--- config.mk ---
export PLATFORM = sky130hd
export DESIGN_NAME = truth_table_sweep
export DESIGN_NICKNAME = d
export VERILOG_FILES = /design/src/rtl/truth_table_sweep.sv
export SDC_FILE = /design/constraint.sdc
export NUM_CORES = 1
export LEC_CHECK = 0
export ABC_AREA = 1
export BUFFER_PORTS_ARGS = -buffer_cell sky130_fd_sc_hd__buf_2
export CAP_MARGIN = 10
export CORE_ASPECT_RATIO = 0.8
export CORE_MARGIN = 10
export CORE_UTILIZATION = 45
export DETAILED_ROUTE_END_ITERATION = 8
export PLACE_DENSITY_LB_ADDON = 0.08
export SLEW_MARGIN = 20
export SYNTH_ARGS = -nofsm -noshare
export SYNTH_HDL_FRONTEND = slang
export SYNTH_SLANG_ARGS = --single-unit
--- constraint.sdc ---
create_clock -name clk -period 1.8 [get_ports clk]
set_clock_uncertainty 0.15 [all_clocks]
set_input_delay 0.18 -clock clk [delete_from_list [all_inputs] [get_ports clk]]
set_output_delay 0.18 -clock clk [all_outputs]
set_load 0.05 [all_outputs]
--- src/rtl/truth_table_sweep.sv ---
// truth_table_sweep
//   Walks a 4-input function under test through all 16 input vectors.
//   Each vector is held for HOLD cycles. On the last cycle of each hold
//   window the response f is captured into tt_out and compared against
//   the golden table.
//
// Parameters
//   HOLD            cycles each vector is held (1..255)
// Ports
//   clk             sole clock, rising edge
//   rst             synchronous active-high reset
//   start           sweep request, sampled only in IDLE
//   expected[15:0]  golden truth table, bit i = required f for vector i
//   f               response of the function under test
//   a,b,c,d         stimulus, {a,b,c,d} = vector index (a = MSB)
//   busy            high while sweeping
//   done            one-cycle pulse at sweep end
//   tt_out[15:0]    captured truth table
//   mismatch_count  vectors where f != expected, 0..16
//   pass            last completed sweep had no mismatches
module truth_table_sweep #(
    parameter int unsigned HOLD = 4
) (
    input  logic        clk,
    input  logic        rst,
    input  logic        start,
    input  logic [15:0] expected,
    input  logic        f,
    output logic        a,
    output logic        b,
    output logic        c,
    output logic        d,
    output logic        busy,
    output logic        done,
    output logic [15:0] tt_out,
    output logic [4:0]  mismatch_count,
    output logic        pass
);

    typedef enum logic [1:0] {
        IDLE  = 2'd0,
        DRIVE = 2'd1,
        DONE  = 2'd2
    } state_t;

    localparam logic [7:0] HOLD_LAST = 8'(HOLD - 1);

    state_t      state_q, state_d;
    logic [3:0]  idx_q, idx_d;
    logic [7:0]  hold_q, hold_d;
    logic [15:0] tt_q, tt_d;
    logic [4:0]  mm_q, mm_d;
    logic        pass_q, pass_d;

    logic        last_hold;
    logic        miss;
    logic [4:0]  mm_inc;

    assign last_hold = (hold_q == HOLD_LAST);
    assign miss      = (f != expected[idx_q]);
    // Saturate at 16 so the count can never wrap.
    assign mm_inc    = (miss && (mm_q != 5'd16)) ? mm_q + 5'd1 : mm_q;

    // State register
    always_ff @(posedge clk) begin
        if (rst) begin
            state_q <= IDLE;
        end else begin
            state_q <= state_d;
        end
    end

    // Next-state logic
    always_comb begin
        state_d = state_q;
        case (state_q)
            IDLE:    if (start) state_d = DRIVE;
            DRIVE:   if (last_hold && (idx_q == 4'd15)) state_d = DONE;
            DONE:    state_d = IDLE;
            default: state_d = IDLE;
        endcase
    end

    // Datapath next values
    always_comb begin
        idx_d  = idx_q;
        hold_d = hold_q;
        tt_d   = tt_q;
        mm_d   = mm_q;
        pass_d = pass_q;
        case (state_q)
            IDLE: begin
                if (start) begin
                    idx_d  = '0;
                    hold_d = '0;
                    tt_d   = '0;
                    mm_d   = '0;
                    pass_d = 1'b0;
                end
            end
            DRIVE: begin
                if (last_hold) begin
                    tt_d[idx_q] = f;
                    mm_d        = mm_inc;
                    hold_d      = '0;
                    // Index 15 wraps to 0 naturally on the final sample.
                    idx_d       = idx_q + 4'd1;
                    // pass is settled on entry to DONE so it is already
                    // valid while done is high, using the final count.
                    if (idx_q == 4'd15) begin
                        pass_d = (mm_inc == 5'd0);
                    end
                end else begin
                    hold_d = hold_q + 8'd1;
                end
            end
            default: ;
        endcase
    end

    // Datapath registers
    always_ff @(posedge clk) begin
        if (rst) begin
            idx_q  <= '0;
            hold_q <= '0;
            tt_q   <= '0;
            mm_q   <= '0;
            pass_q <= 1'b0;
        end else begin
            idx_q  <= idx_d;
            hold_q <= hold_d;
            tt_q   <= tt_d;
            mm_q   <= mm_d;
            pass_q <= pass_d;
        end
    end

    // Outputs
    always_comb begin
        {a, b, c, d}   = idx_q;
        busy           = (state_q == DRIVE);
        done           = (state_q == DONE);
        tt_out         = tt_q;
        mismatch_count = mm_q;
        pass           = pass_q;
    end

endmodule

==> flow_summary_export.csv, run 1 <==
group,metric,value,unit
sta,hold_violations,0,
logic_synthesis,ys_async_sr_fraction,0,
floorplan,ioPinCount,48,
clocking,hold_buffers,0,
critical_path,reg2reg_depth,14,
logic_synthesis,ys.flop_type,"dfxtp_1",
status,failed_checks,"negative setup slack",
routing,drtIter0Drc,36,
floorplan,die_h,80.1,µm
critical_path,crit_slowest_cell,"dfxtp_4",
critical_path,reg2reg_slack,-0.03,ns
grt,grt_max_degree,21,
status,outcome,"finished, violations left",
critical_path,setup.worst_path.start_class,"register",
clocking,cts_made_buffers,5,
critical_path,path_cells,"buf_6 > nand2_2 > nand3_2 > nand2_1 > nand2_1 > nand2_2 > nor2_2 > nand2_2 > nand3_4 > inv_4 > nand2_2 > o21ai_2 > or2_1 > a21oi_2",
logic_synthesis,syn-mean-instance-area,6.64,µm²
logic_synthesis,ys_types,27,
routing,wl_per_cell,11.7,µm
sta,fin_crit_sh,1.02,
critical_path,startpoint,"idx_q[0]",
floorplan,initial_utilization,0.474,
sta,setup_ws,-0.0340,ns
critical_path,crit_end,"mismatch_count[4]",
clocking,cts_tree,"built",
clocking,h-tree-depth,2,
routing,via_per_inst,4.73,
critical_path,reg2reg_from,"idx_q[0]",
place,routabilityCongestion,0.808,
critical_path,crit_fanout,7,
critical_path,r2r_end,"mismatch_count[4]",
sta,max_freq,545,MHz
routing,via_count,2078,
floorplan,die_w,95.1,µm
cells_and_area,diodes,0,
routing,drc,0,
clocking,clk_latency,0.29,ns
clocking,clk_pin_slew_worst_paths,0.07,ns
grt,grt_pass1_vias,1918,
critical_path,worst-endpoint-arrival,1.91,ns
critical_path,path_class,"register to register",
clocking,clock_sinks,36,
sta,min_period,1.83,ns
logic_synthesis,ys_seq_area_frac,0.355,
cells_and_area,syn2layout_area_growth,36.4,%
logic_synthesis,synth_warnings,0,
run,drv_cap,0,
floorplan,num_rows,21,
logic_synthesis,syn_nets,333,
critical_path,endpoint_kind,"register",
cells_and_area,nets,408,
place,place_hpwl,3.94,mm
grt,grtUsageTotal,0.135,
place,place_inst,428,
grt,grt_overflow,0,
cells_and_area,final_cells,439,
routing,wl,5.14,mm
critical_path,crit_top_cell,"nand2_2",
sta,rsz0062_at_grt,"yes",
sta,holdWs,0.0623,ns
worst_hold_path,hold_path.class,"primary input to register",
critical_path,required,1.87,ns
floorplan,dieArea,7620,µm²
logic_synthesis,syn_inst,306,
cells_and_area,layout-drive-gt1-share,0.338,
logic_synthesis,netlist_area,2030,µm²
place,port_buffers,47,
sta,relSlewSlack,0.811,
pwr,peakVddDrop,0.000466,V
pwr,power_density,645,nW/µm²
cells_and_area,final_util,0.647,
pwr,p_leak,1.28,nW
routing,drtAntennaViolNets,0,
clocking,cts_root_buffer,"clkbuf_8",
floorplan,core,4280,µm²
grt,antenna_found_initial,0,
logic_synthesis,synth_edf_count,0,
sta,setup_viol,2,
sta,drv_slew,0,
logic_synthesis,ys_ff_latch,36,
clocking,max-clock-path-buffers,2,
sta,setup_tns,-0.0497,ns
sta,worst_pin_slew,0.284,ns
critical_path,max_stage_delay,0.41,ns
routing,first_pass_iters,4,
grt,grt_pass1_wl,8.52,mm
==> state kept, by name, indices dropped and copies added (netlist names) <==
name            count
hold_q              8
idx_q               4
mismatch_count      5
pass                1
state_q             2
tt_out             16
==> per-stage QoR <==
step                total power [mW]  setup WS [ns]  area (µm²)
finish                          1.79        -0.0340        2770
global route                    1.88         -0.191        2770
CTS                             1.77        -0.0110        2620
detailed placement              1.08        -0.0425        2510
global placement                1.08       -0.00383        2510
floorplan                      0.995        -0.0605        2060
==> per-layer routing <==
| metal | part of all wire | routed length, µm | track usage |
|---|---|---|---|
| met5 | 0 | 0 | 0 |
| met4 | 0.0060 | 31 | 0.0269 |
| met3 | 0.058 | 300 | 0.0483 |
| met2 | 0.46 | 2350 | 0.222 |
| met1 | 0.48 | 2450 | 0.166 |
==> cell families after synthesis <==
logic type,share of synthesized area
XOR/XNOR,0.0129
AO/OA/AOI/OAI,0.152
adder cells (fa/ha/maj),0.0431
flip-flops,0.355
buffers and inverters,0.0992
AND/OR/NAND/NOR,0.338
==> worst min path at each step <==
| stage | start | end | depth (start not counted) |
|---|---|---|---|
| global placement | tt_out[7] | tt_out[7] | 2 |
| finish | rst | idx_q[0] | 4 |
| CTS | rst | idx_q[0] | 4 |
| detailed placement | tt_out[7] | tt_out[7] | 2 |
| global route | rst | idx_q[0] | 4 |
| floorplan | rst | idx_q[0] | 3 |
==> report_power, final <==
group	internal, mW	switching, mW	leakage (nW)	total, mW
logic	0.103	0.173	0.931	0.276
clock network	0.411	0.286	0.0552	0.697
registers	0.803	0.0109	0.295	0.814
total	1.32	0.469	1.28	1.79
==> cell type report <==
cell class | count | area (µm²)
Sequential cell | 36 | 737
Fill cell | 405 | 1510
Clock inverter | 2 | 35.0
Timing Repair Buffer | 72 | 430
Inverter | 47 | 186
Tap cell | 57 | 71.3
Multi-Input combinational cell | 219 | 1240
Clock buffer | 6 | 72.6
==> cells in the mapped netlist (2+ instances only) <==
master | count | area [µm²]
nor3_1 | 3 | 15.0
a21oi_1 | 21 | 105
dfxtp_1 | 36 | 721
inv_1 | 42 | 158
a211oi_1 | 5 | 37.5
nor3b_1 | 9 | 67.6
o21ai_0 | 10 | 50.1
nor2_1 | 34 | 128
o21bai_1 | 9 | 67.6
nand2_2 | 4 | 25.0
nand3_1 | 17 | 85.1
clkbuf_1 | 3 | 11.3
a221oi_1 | 2 | 17.5
xnor2_1 | 2 | 17.5
inv_2 | 4 | 15.0
ha_1 | 7 | 87.6
nand2_1 | 86 | 323
o21ai_2 | 2 | 17.5
nand4_1 | 2 | 12.5
==> worst max-delay path: cells and delay by family, from the launching register on <==
family	cells	cell delay [ns]
flops	1	0.41
simple gates	10	0.85
compound gates	2	0.15
buf+inv	2	0.20
==> cells in the final DEF, fill, tap and decap left out, types with 2 or more instances in the layout <==
master,netlist,final
a21oi_1,21,20
buf_2,0,47
dfxtp_4,0,3
dfxtp_2,0,4
a221oi_1,2,2
nand2_1,86,74
inv_4,1,2
inv_2,4,2
nor3_1,3,3
nor3b_2,0,7
nand4_1,2,2
nor2_2,0,2
o21ai_0,10,8
inv_1,42,42
nand3_1,17,13
clkbuf_8,0,5
a211oi_1,5,4
ha_1,7,7
buf_4,0,23
o21ai_2,2,2
nor3b_1,9,2
o21bai_1,9,9
xnor2_1,2,2
o21ai_1,1,2
a21oi_2,1,2
nand3_2,0,4
buf_6,1,2
dfxtp_1,36,29
nor2_1,34,31
nand2_2,4,15
==> what timing repair did <==
action,4_1_cts,5_1_grt
endpoints found under the setup margin,6,23
gates cloned,0,0
setup buffers,0,4
resized for setup,2,38
pin swaps,0,14
Power figures use the tool's default switching activity.
==> run 2, diff against run 1 <==
==> constraint.sdc (replaced) <==
create_clock -name clk -period 1.8 [get_ports clk]
set_clock_uncertainty 0.15 [all_clocks]
set_input_delay 0.36 -clock clk [delete_from_list [all_inputs] [get_ports clk]]
set_output_delay 0.36 -clock clk [all_outputs]
set_load 0.05 [all_outputs]
==> run 2 against run 1 <==
  * Routed wire length rose by 0.84%
  * Die area did not move
  * Sequential power hardly changed
  * The run still ends with negative setup slack left
==> flow_summary_export.csv, run 2 (synthesis gave the netlist of run 1 again) <==
group,metric,value,unit
status,outcome,"finished, violations left",
status,failed_checks,"negative setup slack",
sta,setup_viol,1,
routing,drtAntennaViolNets,0,
run,drv_cap,0,
clocking,max-clock-path-buffers,2,
critical_path,path_cells,"inv_6 > nand2_1 > nand3_1 > nand2_1 > nand2_1 > nand2_2 > nor2_2 > nand2_2 > nand3_4 > inv_4 > nand2_2 > o21ai_2 > or2_1 > a21oi_2",
floorplan,die_h,80.1,µm
critical_path,setup.worst_path.start_class,"register",
worst_hold_path,hold_path.class,"primary input to register",
critical_path,path_class,"register to register",
place,dpl_cell_area,2530,µm²
pwr,power,1.70,mW
pwr,power_density,630,nW/µm²
critical_path,max_stage_delay,0.39,ns
sta,holdWs,0.232,ns
cells_and_area,syn2layout_area_growth,32.8,%
routing,first_pass_iters,5,
worst_hold_path,whs_endpoint,"idx_q[0]",
cells_and_area,final_cell_mix,"81 x nand2_1, 46 x buf_2, 41 x inv_1",
routing,wl,5.18,mm
floorplan,num_rows,21,
critical_path,crit_slowest_cell,"dfxtp_4",
cells_and_area,multi_input_area,1160,µm²
cells_and_area,nets,409,
routing,via_count,2115,
critical_path,worst-endpoint-arrival,1.91,ns
clocking,cts_tree,"built",
floorplan,dieArea,7620,µm²
cells_and_area,fillCellCount,402,
critical_path,r2r_end,"mismatch_count[4]",
cells_and_area,largest_reg_flops,16,
routing,drc,0,
worst_hold_path,hold-path-cell-count,4,
routing,wl_per_cell,11.8,µm
pwr,p_leak,1.26,nW
floorplan,die_w,95.1,µm
place,port_buffers,47,
clocking,cts_made_buffers,5,
cells_and_area,stdcell_area,2700,µm²
place,place_inst,430,
sta,max_freq,543,MHz
cells_and_area,diodes,0,
clocking,h-tree-depth,2,
place,routabilityCongestion,0.797,
sta,relSlewSlack,0.828,
sta,worst_pin_slew,0.259,ns
pwr,peakVddDrop,0.000468,V
clocking,clk_latency,0.29,ns
routing,drtIter0Drc,91,
grt,antenna_found_initial,0,
cells_and_area,final_cells,439,
grt,grt_overflow,0,
sta,hold_violations,0,
cells_and_area,final_common_cell,"nand2_1",
critical_path,reg2reg_slack,-0.04,ns
cells_and_area,layout-drive-gt1-share,0.298,
sta,drv_slew,0,
critical_path,reg2reg_depth,14,
cells_and_area,final_util,0.630,
critical_path,reg2reg_from,"idx_q[0]",
floorplan,initial_utilization,0.474,
critical_path,crit_fanout,10,
grt,grt_pass1_vias,1932,
cells_and_area,register_area,736,µm²
grt,grt_max_degree,21,
place,dp_slack,-0.0510,ns
sta,rsz0062_at_grt,"yes",
grt,grt_pass1_wl,8.74,mm
sta,setup_tns,-0.0429,ns
critical_path,required,1.87,ns
floorplan,core,4280,µm²
sta,setup_ws,-0.0429,ns
floorplan,ioPinCount,48,
clocking,clock_sinks,36,
sta,min_period,1.84,ns
worst_hold_path,holdCritStartpoint,"rst",
clocking,clk_pin_slew_worst_paths,0.07,ns
place,place_hpwl,4.01,mm
clocking,cts_root_buffer,"clkbuf_8",
sta,fin_crit_sh,1.02,
critical_path,endpoint_kind,"register",
routing,via_per_inst,4.82,
grt,grtUsageTotal,0.139,
-- run 2: worst max-delay path, delay by kind of cell (launching register included) --
kind / cells / cell delay (ns)
flops: 1 / 0.39
compound gates: 2 / 0.16
buf+inv: 2 / 0.14
simple gates: 10 / 0.91
-- run 2: worst max path at each step --
stage / start / end / slack [ns] / cells after the start
finish: idx_q[0] / mismatch_count[4] / -0.04 / 14
global route: idx_q[0] / pass / -0.18 / 15
CTS: idx_q[0] / mismatch_count[4] / -0.02 / 14
detailed placement: idx_q[0] / mismatch_count[4] / -0.05 / 12
global placement: expected[9] / mismatch_count[4] / -0.02 / 15
floorplan: idx_q[0] / mismatch_count[4] / -0.06 / 12
-- run 2: repair_timing --
action	4_1_cts	5_1_grt
gates resized for setup	2	16
hold buffers	0	0
setup endpoints to repair	4	25
buffers inserted	1	1
hold endpoints to repair	0	0
pin swaps	1	3
-- run 2: layer usage --
| layer | vias to the layer above | track usage | wire length [µm] |
|---|---|---|---|
| li1 | 1127 | - | - |
| met1 | 945 | 0.171 | 2390 |
| met2 | 37 | 0.227 | 2400 |
| met3 | 6 | 0.0409 | 337 |
| met4 | 0 | 0.0448 | 55 |
| met5 | - | 0 | 0 |
-- run 2: area by class of cell --
cell class              count  area share
clock buffers               7      0.0357
flip-flops and latches     36       0.273
well taps                  57      0.0264
inverters                  47      0.0682
repair buffers             73       0.165
multi-input cells         219       0.432
-- run 2: power by group --
group | internal, mW | switching [mW] | total [mW] | leakage (nW)
Sequential | 0.803 | 0.0118 | 0.815 | 0.295
Clock | 0.341 | 0.284 | 0.625 | 0.0503
Combinational | 0.0966 | 0.163 | 0.260 | 0.911
==> run 3, diff against run 2 <==
--- a/constraint.sdc
+++ b/constraint.sdc
@@ -3,3 +3,3 @@
 set_input_delay 0.36 -clock clk [delete_from_list [all_inputs] [get_ports clk]]
 set_output_delay 0.36 -clock clk [all_outputs]
-set_load 0.05 [all_outputs]
+set_load 0.01 [all_outputs]
==> run 3 against run 2 <==
  * The flow still finishes with violations (negative setup slack)
  * Global-route usage about the same
  * Worst hold slack worse by 0.016 ns
  * Final cell count up 0.91%
  * Die area unchanged
  * Clock-buffer cell count down 1
  * Sequential share of layout area down 1.3 points
  * Maximum frequency down 0.33%
  * Critical path depth down 2
  * Power down 1.5%
  * Clock power down 4.5%
==> flow_summary_export.csv, run 3 (synthesis gave the netlist of run 1 again) <==
group,metric,value,unit
sta,setup_ws,-0.0489,ns
sta,drv_slew,0,
critical_path,path_cells,"buf_6 > nand2_2 > nand3_1 > nand2_1 > nand2_2 > nand2_4 > o21ai_4 > nand3_4 > inv_4 > o21ai_2 > or2_1 > a21oi_2",
sta,hold_violations,0,
critical_path,crit_fanout,6,
pwr,peakVddDrop,0.000402,V
critical_path,crit_top_cell,"nand2_2",
sta,setup_viol,3,
cells_and_area,layout-drive-gt1-share,0.345,
routing,first_pass_iters,4,
pwr,p_seq_frac,0.487,
place,routabilityCongestion,0.812,
routing,via_count,2130,
sta,worst_pin_slew,0.247,ns
grt,antenna_found_initial,0,
floorplan,die_h,80.1,µm
cells_and_area,syn2layout_area_growth,37.3,%
status,failed_checks,"negative setup slack",
clocking,clock_sinks,36,
grt,grt_pass1_wl,8.81,mm
grt,grt_pass1_vias,1996,
clocking,h-tree-depth,2,
clocking,max-clock-path-buffers,2,
critical_path,worst-endpoint-arrival,1.92,ns
pwr,clock_power_share,0.357,
sta,rsz0062_at_grt,"yes",
sta,fin_crit_sh,1.03,
cells_and_area,final_util,0.651,
pwr,p_leak,1.29,nW
place,port_buffers,47,
grt,grt_max_degree,21,
routing,drc,0,
floorplan,ioPinCount,48,
sta,min_period,1.85,ns
critical_path,endpoint_kind,"register",
place,place_hpwl,4.05,mm
pwr,power_density,600,nW/µm²
routing,wl_per_cell,12.0,µm
routing,wl,5.33,mm
worst_hold_path,hold_path.class,"primary input to register",
critical_path,path_class,"register to register",
sta,max_freq,541,MHz
sta,relSlewSlack,0.835,
status,outcome,"finished, violations left",
critical_path,reg2reg_slack,-0.05,ns
pwr,p_int,1.22,mW
clocking,cts_root_buffer,"clkbuf_8",
pwr,p_switching,456,µW
routing,drtIter0Drc,86,
clocking,clk_pin_slew_worst_paths,0.07,ns
clocking,hold_buffers,0,
floorplan,initial_utilization,0.474,
critical_path,setup.worst_path.start_class,"register",
cells_and_area,nets,412,
floorplan,core,4280,µm²
grt,grtUsageTotal,0.139,
floorplan,num_rows,21,
critical_path,crit_slowest_cell,"dfxtp_4",
cells_and_area,diodes,0,
cells_and_area,fillCellCount,400,
sta,holdWs,0.216,ns
cells_and_area,largest_reg_flops,16,
routing,drtAntennaViolNets,0,
floorplan,die_w,95.1,µm
run,drv_cap,0,
pwr,p_comb_frac,0.156,
critical_path,max_stage_delay,0.39,ns
clocking,cts_made_buffers,5,
floorplan,dieArea,7620,µm²
grt,grt_overflow,0,
pwr,switching_share,0.273,
clocking,cts_tree,"built",
clocking,clk_latency,0.29,ns
cells_and_area,final_cell_mix,"69 x nand2_1, 47 x buf_2, 41 x inv_1",
routing,via_per_inst,4.81,
critical_path,required,1.87,ns
cells_and_area,final_common_cell,"nand2_1",
==> run 3: cell types whose count changed in the layout (fill, tap and decap cells not counted), sizes merged <==
cell / delta
clkinv: +2
buf: +3
clkbuf: -1
==> run 3: cell type report <==
cell class	count	area, µm²	area share
clock buffers	6	82.6	0.0296
well taps	57	71.3	0.0256
repair buffers	76	485	0.174
inverters	47	181	0.0651
multi-input cells	219	1230	0.442
clock inverters	2	10.0	0.00359
flip-flops and latches	36	726	0.260
==> run 3: per-stage QoR <==
stage               cells  setup TNS (ns)  setup WS, ns  total power, mW  instance area [µm²]
floorplan             306               0        0.0232            0.974                 2030
global placement      432         -0.0303       -0.0218             1.06                 2520
detailed placement    432          -0.190       -0.0894             1.06                 2520
CTS                   442         -0.0866       -0.0438             1.67                 2660
global route          443          -0.915        -0.176             1.75                 2790
finish                443         -0.0807       -0.0489             1.67                 2790
==> run 3: power groups by stage <==
| stage | combinational (mW) | clock [mW] | sequential [mW] |
|---|---|---|---|
| 6_report | 0.261 | 0.597 | 0.816 |
| 5_1_grt | 0.290 | 0.644 | 0.817 |
| 4_1_cts | 0.237 | 0.616 | 0.815 |
| 3_5_place_dp | 0.222 | 0 | 0.836 |
| 3_3_place_gp | 0.222 | 0 | 0.836 |
| 2_1_floorplan | 0.138 | 0 | 0.836 |
==> run 3: final timing paths <==
| check | from | endpoint | depth (start not counted) |
|---|---|---|---|
| max | idx_q[0] | mismatch_count[4] | 12 |
| max reg2reg | idx_q[0] | mismatch_count[4] | 12 |
| min | rst | idx_q[0] | 4 |
| min reg2reg | tt_out[11] | tt_out[11] | 2 |
==> run 3: routing by layer <==
metal / vias to the layer above / share of wire / global-route usage
li1: 1140 / - / -
met1: 936 / 0.47 / 0.180
met2: 49 / 0.45 / 0.221
met3: 5 / 0.072 / 0.0409
met4: 0 / 0.0066 / 0.0358
met5: - / 0 / 0
==> run 3: timing repair <==
action / CTS / global route
gates resized for setup: 8 / 35
setup buffers: 2 / 1
pin swaps: 1 / 8
setup endpoints to repair: 6 / 22
==> run 3: worst max-delay path, delay by kind of cell, from the launching register on <==
kind	cells	cell delay [ns]
AND/OR/NAND/NOR	7	0.66
flip-flops	1	0.39
AO/OA/AOI/OAI	3	0.36
buffers and inverters	2	0.21
